--- src/rtl/dpram_frame_reader.sv ---
// Read-side master for a 1R/1W block SRAM: streams one frame from the read port onto a
// valid/ready stream in natural or bit-reversed address order, absorbing the 1-cycle read latency.
module dpram_frame_reader #(
    parameter int ADDR_WIDTH = 9,
    parameter int DATA_WIDTH = 32
) (
    input  logic                  clk,
    input  logic                  rst_n,
    input  logic                  start,
    input  logic [ADDR_WIDTH-1:0] len_m1,
    input  logic                  bitrev,
    output logic                  busy,
    output logic                  done,
    output logic                  ract,
    output logic [ADDR_WIDTH-1:0] ra,
    input  logic [DATA_WIDTH-1:0] rdr,
    output logic                  m_valid,
    input  logic                  m_ready,
    output logic [DATA_WIDTH-1:0] m_data,
    output logic                  m_last
);

    localparam logic [1:0] IDLE  = 2'd0;
    localparam logic [1:0] RUN   = 2'd1;
    localparam logic [1:0] DRAIN = 2'd2;
    localparam logic [ADDR_WIDTH-1:0] CNT_ONE = {{(ADDR_WIDTH-1){1'b0}}, 1'b1};

    logic [1:0]            state;
    logic [ADDR_WIDTH-1:0] cnt;
    logic [ADDR_WIDTH-1:0] len_q;
    logic                  bitrev_q;
    logic                  vld_p1;
    logic                  last_p1;
    logic [DATA_WIDTH-1:0] fifo_data [2];
    logic [1:0]            fifo_last;
    logic                  wr_ptr;
    logic                  rd_ptr;
    logic [1:0]            fifo_cnt;
    logic                  pop;
    logic                  issue_last;

    function automatic logic [ADDR_WIDTH-1:0] bit_reverse(input logic [ADDR_WIDTH-1:0] v);
        logic [ADDR_WIDTH-1:0] r;
        r = '0;
        for (int i = 0; i < ADDR_WIDTH; i++) r[i] = v[ADDR_WIDTH-1-i];
        return r;
    endfunction

    assign busy       = (state != IDLE);
    assign m_valid    = (fifo_cnt != 2'd0);
    assign pop        = m_valid & m_ready;
    // Credit rule: queued words plus the read in flight never exceed the two FIFO slots.
    assign ract       = (state == RUN) && (((fifo_cnt + {1'b0, vld_p1}) < 2'd2) || pop);
    assign issue_last = ract && (cnt == len_q);
    assign ra         = bitrev_q ? bit_reverse(cnt) : cnt;
    assign m_data     = fifo_data[rd_ptr];
    assign m_last     = m_valid & fifo_last[rd_ptr];

    // Stage p0: read issue and frame control
    always_ff @(posedge clk or negedge rst_n) begin
        if (!rst_n) begin
            state    <= IDLE;
            cnt      <= '0;
            len_q    <= '0;
            bitrev_q <= 1'b0;
            done     <= 1'b0;
            vld_p1   <= 1'b0;
            last_p1  <= 1'b0;
        end else begin
            done    <= 1'b0;
            vld_p1  <= ract;
            last_p1 <= issue_last;
            case (state)
                IDLE: begin
                    if (start) begin
                        state    <= RUN;
                        cnt      <= '0;
                        len_q    <= len_m1;
                        bitrev_q <= bitrev;
                    end
                end
                RUN: begin
                    if (ract) begin
                        if (cnt == len_q) state <= DRAIN;
                        else              cnt   <= cnt + CNT_ONE;
                    end
                end
                DRAIN: begin
                    if (pop && m_last) begin
                        state <= IDLE;
                        done  <= 1'b1;
                    end
                end
                default: state <= IDLE;
            endcase
        end
    end

    // Stage p1: returned RAM word lands in the skid FIFO; storage is cleared so m_data reads 0 out of reset
    always_ff @(posedge clk or negedge rst_n) begin
        if (!rst_n) begin
            fifo_data[0] <= '0;
            fifo_data[1] <= '0;
            fifo_last    <= '0;
            wr_ptr       <= 1'b0;
            rd_ptr       <= 1'b0;
            fifo_cnt     <= 2'd0;
        end else begin
            if (vld_p1) begin
                fifo_data[wr_ptr] <= rdr;
                fifo_last[wr_ptr] <= last_p1;
                wr_ptr            <= ~wr_ptr;
            end
            if (pop) rd_ptr <= ~rd_ptr;
            fifo_cnt <= fifo_cnt + {1'b0, vld_p1} - {1'b0, pop};
        end
    end

endmodule

--- config.mk ---
export PLATFORM = sky130hd
export DESIGN_NAME = dpram_frame_reader
export DESIGN_NICKNAME = d
export VERILOG_FILES = /design/src/rtl/dpram_frame_reader.sv
export SDC_FILE = /design/constraint.sdc
export NUM_CORES = 1
export LEC_CHECK = 0
export CORE_MARGIN = 5
export CORE_UTILIZATION = 51
export CTS_CLUSTER_DIAMETER = 120
export DETAILED_ROUTE_END_ITERATION = 10
export MAX_ROUTING_LAYER = met4
export PLACE_DENSITY = 0.87
export SKIP_LAST_GASP = 1
export SYNTH_ARGS = -nofsm -noshare
export SYNTH_HDL_FRONTEND = slang
export SYNTH_SLANG_ARGS = --single-unit
--- constraint.sdc ---
create_clock -name clk -period 2.3 [get_ports clk]
set_input_delay 0.46 -clock clk [delete_from_list [all_inputs] [get_ports clk]]
set_output_delay 0.46 -clock clk [all_outputs]
set_load 0.005 [all_outputs]
## Yosys cells after proc, flatten, opt, wreduce, memory -nomap -nowiden

Index checks and enable logic that the tools add are counted.

| operators by class | value |
|---|---|
| add/sub/neg operators | 3 |
| order comparisons | 7 |
| equal/unequal tests | 8 |
| multiplexer cells | 23 |
| bitwise logic cells | 6 |
| reductions and logical operators | 13 |

Operators with widths:

| cell | number |
|---|---|
| $mux W32 | 4 |
| $bwmux W64 | 1 |
| $mux W9 | 4 |
| $demux W32 S1 | 1 |
| $pmux W9 S2 | 1 |
| $add A9 B1 Y9 const B | 1 |
| $eq A9 B9 Y1 | 1 |
| $mux W2 | 4 |
| $ne A2 B2 Y1 const B | 4 |
| $reduce_and A4 Y1 | 2 |
| $pmux W2 S3 | 1 |
| $reduce_bool A2 Y1 | 3 |
| $logic_and A1 B1 Y1 | 5 |
| $mux W1 | 5 |
| $ge A2 B2 Y1 const B | 2 |
| $lt A1 B2 Y1 const B | 2 |
| $not A1 Y2 | 2 |
| $add A2 B1 Y2 | 1 |
| $and A1 B1 Y1 | 2 |
| $bwmux W2 | 1 |
| $eq A2 B1 Y1 const B | 1 |
| $eq A2 B2 Y1 const B | 1 |
| $logic_not A2 Y1 | 1 |
| $lt A2 B1 Y1 const B | 1 |
| 8 further kinds | 9 |

| word-level totals | value |
|---|---|
| register bits | 94 |
| input bits | 46 |
| output and inout port bits | 46 |

## Depth between registers and ports, before layout

| logic depth | value |
|---|---|
| depth after elaboration | 6 |
| depth in mapped cells | 7 |
| depth with buffers taken out | 7 |

## Least setup slack after synthesis

OpenSTA, ideal clock, no wires.

| path | value |
|---|---|
| path kind | register to register |
| start point | register vld_p1 |
| end point | register cnt[5] |
| library setup time | 0.139 ns |
| data arrival time | 1.697 ns |
| required time | 2.161 ns |
| slack | 0.464 ns |
| stages on the path, launching flop included | 8 |
| buffers on the path | 0 |
| cells stage by stage | dfrtp_1 > ha_1 > xnor2_1 > o211ai_1 > inv_1 > nor2_2 > o311ai_0 > o31ai_1 |

| on the way | value |
|---|---|
| cells in the longest elaborated chain, start to end | 6 |

RTL lines:

| what | RTL line | text |
|---|---|---|
| start: declaration | 32 | `logic vld_p1;` |
| start signal: assignment | 71 | `vld_p1 <= ract;` |
| $add A2 B1 Y2 | 53 | `assign ract = (state == RUN) && (((fifo_cnt + {1'b0, vld_p1}) < 2'd2) \|\| pop);` |
| $lt A2 B2 Y1 | 53 |  |
| $logic_or A1 B1 Y1 | 53 |  |
| $logic_and A1 B1 Y1 | 53 |  |
| via ract | 14 | `output logic ract,` |
| $ne A2 B2 Y1 (no source line) | - |  |
| $reduce_and A4 Y1 (no source line) | - |  |
| end signal: assignment | 85 | `else cnt <= cnt + CNT_ONE;` |
| end: declaration | 29 | `logic [ADDR_WIDTH-1:0] cnt;` |

The timed path passes the listed nets, and every way through them passes these cells.
A chain may end at the register's enable or synchronous reset.

## Worst setup path in the final report

| path | value |
|---|---|
| start point | register rd_ptr |
| end point | output port m_data[6] |

| on the way | value |
|---|---|
| cells in the longest elaborated chain, start to end | 4 |

RTL lines:

| what | RTL line | text |
|---|---|---|
| start: declaration | 37 | `logic rd_ptr;` |
| start signal: assignment | 114 | `if (pop) rd_ptr <= ~rd_ptr;` |
| $not A1 Y2 (implied by the code) | 56 | `assign m_data = fifo_data[rd_ptr];` |
| $mux W32 (implied by the code) (3 in series) | 56 |  |
| end: declaration | 19 | `output logic [DATA_WIDTH-1:0] m_data,` |

Every way passes these cells. The select of a mux whose other input is x is not followed.

==> metrics list <==
* DRC violation count after routing: 0
* Total power density per cell area: a little over 700 mW/mm^2
- Iteration count of the initial detailed-routing pass: 4
- Floorplan die area: between 0.01 and 0.015 mm^2
- Global routing used approximately a fifth of the available tracks.
* Combined buffer and inverter count along the critical path: 2
- Starting DRT DRC Count: between 70 and 80
- At the worst endpoint, the required time is between 1.5 and 2 ns.
* Crit-path cells: buf_12, mux2_2, clkdlybuf4s50_1
* Post-route minimum period: 2.30 ns
- Cell accounting for the most synthesized area: sky130_fd_sc_hd__dfrtp_1
- Relative max-transition margin: roughly 62%
* Share of synthesized flip-flops with an asynchronous set or reset: 100%
* Slew at the pin closest to its max-slew limit: ~0.57 ns
- Setup repair after global routing could not meet its margin everywhere.
- The number of clock buffers added by TritonCTS is 9.
* Initial core utilization: about 52%
- Summed over all cells, the static leakage comes to approximately 2.6 nW.
* Highest cell delay on the worst timing path: 0.47 ns
- The post-route netlist has between 30% and 40% of its cells at a drive strength greater than 1.
* Deepest level of the CTS H-tree: 3
- Yosys Warn Count: 0
* Die Width: roughly 100 um
- The number of pins exceeding their max-slew limit in the final report is 0.
- Area added between synthesis and finish: 31.2%
* Final WL: 9240 um
* Number of rows created at floorplan: 33
- Maximum number of pins on one net before global-route repair: 52
- Most common cell in the synthesized netlist: sky130_fd_sc_hd__mux2_2
- Final count of negative-setup-slack endpoints: 0
- Hold_buf cts: 0
* Kind of launch point of the worst setup path: flip-flop
- Multiplexer cells account for between 20% and 30% of the synthesized area.
* Share of synthesized area occupied by flip-flops and latches: between 50% and 60%
- Main combinational cell family by area after synthesis: multiplexers
- For this run, the top clock speed supported by timing is approximately 440 MHz.
- The synthesized netlist devotes about 2.8% of its cell area to compound gates.
- In the routed layout, each cell is associated on average with a via count of approximately 5.4.
* Wire length of the first global-routing pass: 15500 um
- Result of the run: complete, no violations
- The clock arrives with 0.0135 ns of skew.
* Count of antenna diodes in the layout: 0
- Synth Cell Area: ~0.0043 mm^2
- Routed vias: about 2900
- At the end of the flow, the number of nets in the layout was between 400 and 500.
* Worst Path Max Fanout: 16
- The number of different library cells used by synthesis comes to 38.
- After Yosys synthesis, full adders, half adders and majority gates account for 0.872% of the synthesized area.
* Top area cells in the synthesized netlist: sky130_fd_sc_hd__dfrtp_1, sky130_fd_sc_hd__mux2_2, sky130_fd_sc_hd__nand2_1
- Setup slack of the critical path after layout: approximately 0.0027 ns
- The number of global-route vias before repair came to 3144.
* Syn Nets: 380
* Core utilization of the finished layout: 68.7%
- After detailed routing, the average wire length per cell comes to approximately 17 um.
* Arrival @ worst endpoint: roughly 1.8 ns
- Number of primary I/O pins: 92
* Tightest Hold Check Type: in -> async
- VDD sags by at most between 0.4 and 0.5 mV.
- The core region is between 0.008 and 0.009 mm^2.
- Counting along the longest clock path gives a buffer depth of 2.
- Cell type group with the largest total delay on the critical path: buffers and inverters
- Clock-pin slew was measured on the worst setup and hold paths at 0.10 ns.
- TritonCTS built the clock tree.
- The count of nets left with antenna violations once routing finished came out at 0.
* # port buffers: 91
- Primary FF master, synth: sky130_fd_sc_hd__dfrtp_1
- For the worst-skew pair, the clock arrives at the later sink with an insertion delay of 0.36 ns.
* Number of max-cap violations: 0
- Portion of synthesized cell area occupied by the leading cell type: between 50% and 60%
- The initial antenna violation count was 0.
- Global routing finished with a remaining overflow of 0.
- CTS saw 94 sinks.
* Cell with the largest stage delay on the worst path: sky130_fd_sc_hd__dfrtp_2
* Die extent in y: between 100 and 150 um
- Final weighted congestion in routability-driven placement: 0.928
- Flip-flop and latch count after synthesis: 94
- OpenSTA, run right after detailed placement, puts the worst setup slack at 0.0983 ns.
* Number of flops mapped to enable cells by yosys: 0
- Most instantiated cells after synthesis: sky130_fd_sc_hd__mux2_2, sky130_fd_sc_hd__dfrtp_1, sky130_fd_sc_hd__nand2_1
- STA classifies the critical path endpoint as an output pin.
- Post-route clock period utilization: around 100%
- After Yosys synthesis, XOR and XNOR cells account for roughly 2.6% of the synthesized area.
- DP HPWL: around 6300 um
* Synthesized-area fraction occupied by and/or/nand/nor cells: under 10%
* Critical path type: reg -> out
- Mean instance size in the synthesized netlist: 13.0 um^2
- The cell count after synthesis came out at ~330.
* Final number of hold-violating endpoints: 0
- Root Buffer Master: sky130_fd_sc_hd__clkbuf_8
- Power after layout: ~0.0040 W
- Worst Hold Slack: approximately 0.076 ns
state kept, by name, indices dropped and copies added, names as in the netlist:
| signal | flops |
|---|---|
| bitrev_q | 1 |
| cnt | 9 |
| done | 1 |
| fifo_cnt | 2 |
| fifo_data | 64 |
| fifo_last | 2 |
| last_p1 | 1 |
| len_q | 9 |
| rd_ptr | 1 |
| state | 2 |
| vld_p1 | 1 |
| wr_ptr | 1 |
path summary, 6_finish.rpt:
kind / start / to / slack (ns) / depth (start not counted)
worst min-delay path: rst_n / fifo_data[2]$_DFFE_PN0P_ / 0.08 / 1
worst max register to register: vld_p1$_DFF_PN0_ / cnt[7]$_DFFE_PN0P_ / 0.33 / 8
worst min register to register: len_q[0]$_DFFE_PN0P_ / len_q[0]$_DFFE_PN0P_ / 0.50 / 2
max in group asynchronous: rst_n / rd_ptr$_DFFE_PN0P_ / 1.53 / 2
min in group clk: len_q[0]$_DFFE_PN0P_ / len_q[0]$_DFFE_PN0P_ / 0.50 / 2
worst max-delay path: rd_ptr$_DFFE_PN0P_ / m_data[6] / 0.003 / 3
where the power goes:
| part | switching (W) | total, W | internal (W) |
|---|---|---|---|
| sequential | 0.0000537 | 0.00176 | 0.00171 |
| combinational | 0.000397 | 0.00112 | 0.000726 |
| clock | 0.000591 | 0.00116 | 0.000572 |
area by class of cell:
type                       instances  area, um^2
clock buffer                      11         151
clock inverter                     5        63.8
fill                             606        2570
inverter                           6        22.5
multi-input combinational        212        1860
sequential                        94        2350
tap                              105         131
timing repair buffer             104        1070
through the flow:
step           area, um^2  setup TNS (ns)  std cells
2_1_floorplan        4300               0        331
3_3_place_gp         5360               0        517
3_5_place_dp         5360               0        517
4_1_cts              5630         -0.0357        537
5_1_grt              5650          -0.894        537
6_report             5650               0        537
per-layer routing:
metal / vias to the layer above / global-route usage (%) / part of all wire [%]
met5: - / - / 0
met4: 0 / 7.27 / 2.0
met3: 15 / 2.80 / 4.3
met2: 82 / 32.3 / 50
met1: 1451 / 25.6 / 44
li1: 1351 / - / -
worst register-to-register path, cell delays in order, from the launching register on:
cell	delay (ns)
sky130_fd_sc_hd__dfrtp_1	0.38
sky130_fd_sc_hd__ha_2	0.21
sky130_fd_sc_hd__or3b_4	0.39
sky130_fd_sc_hd__o211ai_1	0.11
sky130_fd_sc_hd__inv_1	0.11
sky130_fd_sc_hd__buf_4	0.17
sky130_fd_sc_hd__nor2_2	0.22
sky130_fd_sc_hd__o311ai_0	0.17
sky130_fd_sc_hd__o31ai_1	0.11
cell usage in the layout (no fill, tap or decap), types with 2 or more instances in the layout:
cell type                           n
sky130_fd_sc_hd__nand3_1            5
sky130_fd_sc_hd__o311ai_0           3
sky130_fd_sc_hd__dfrtp_2            2
sky130_fd_sc_hd__dfrtp_1           92
sky130_fd_sc_hd__inv_6              2
sky130_fd_sc_hd__ha_1               2
sky130_fd_sc_hd__clkdlybuf4s50_1   88
sky130_fd_sc_hd__nor2_1             6
sky130_fd_sc_hd__nand4_1            2
sky130_fd_sc_hd__nand2_1           41
sky130_fd_sc_hd__mux2_2           107
sky130_fd_sc_hd__xnor2_1           12
sky130_fd_sc_hd__buf_4             10
sky130_fd_sc_hd__inv_1              6
sky130_fd_sc_hd__mux2i_1            3
sky130_fd_sc_hd__nor3_1             3
sky130_fd_sc_hd__and3_1             3
sky130_fd_sc_hd__buf_12             3
sky130_fd_sc_hd__o21ai_0            2
sky130_fd_sc_hd__o31ai_1            3
sky130_fd_sc_hd__clkbuf_8          11
cells by family after synthesis:
kind of cell               after synthesis
buffers and inverters                   25
xor gates and xnor gates                13
AOI/OAI and AO/OA                       16
adders and majority gates                3
muxes                                  111
DFF                                     94
and+or+nand+nor                         69
what timing repair did:
item | in CTS | in global routing
setup buffers | 3 | 0
pin swaps | 0 | 1
gates cloned | 1 | 0
setup endpoints to repair | 33 | 39
gates resized for setup | 4 | 6
endpoints found under the hold margin | 0 | 0
No activity file was read; power rests on OpenSTA's default activity.
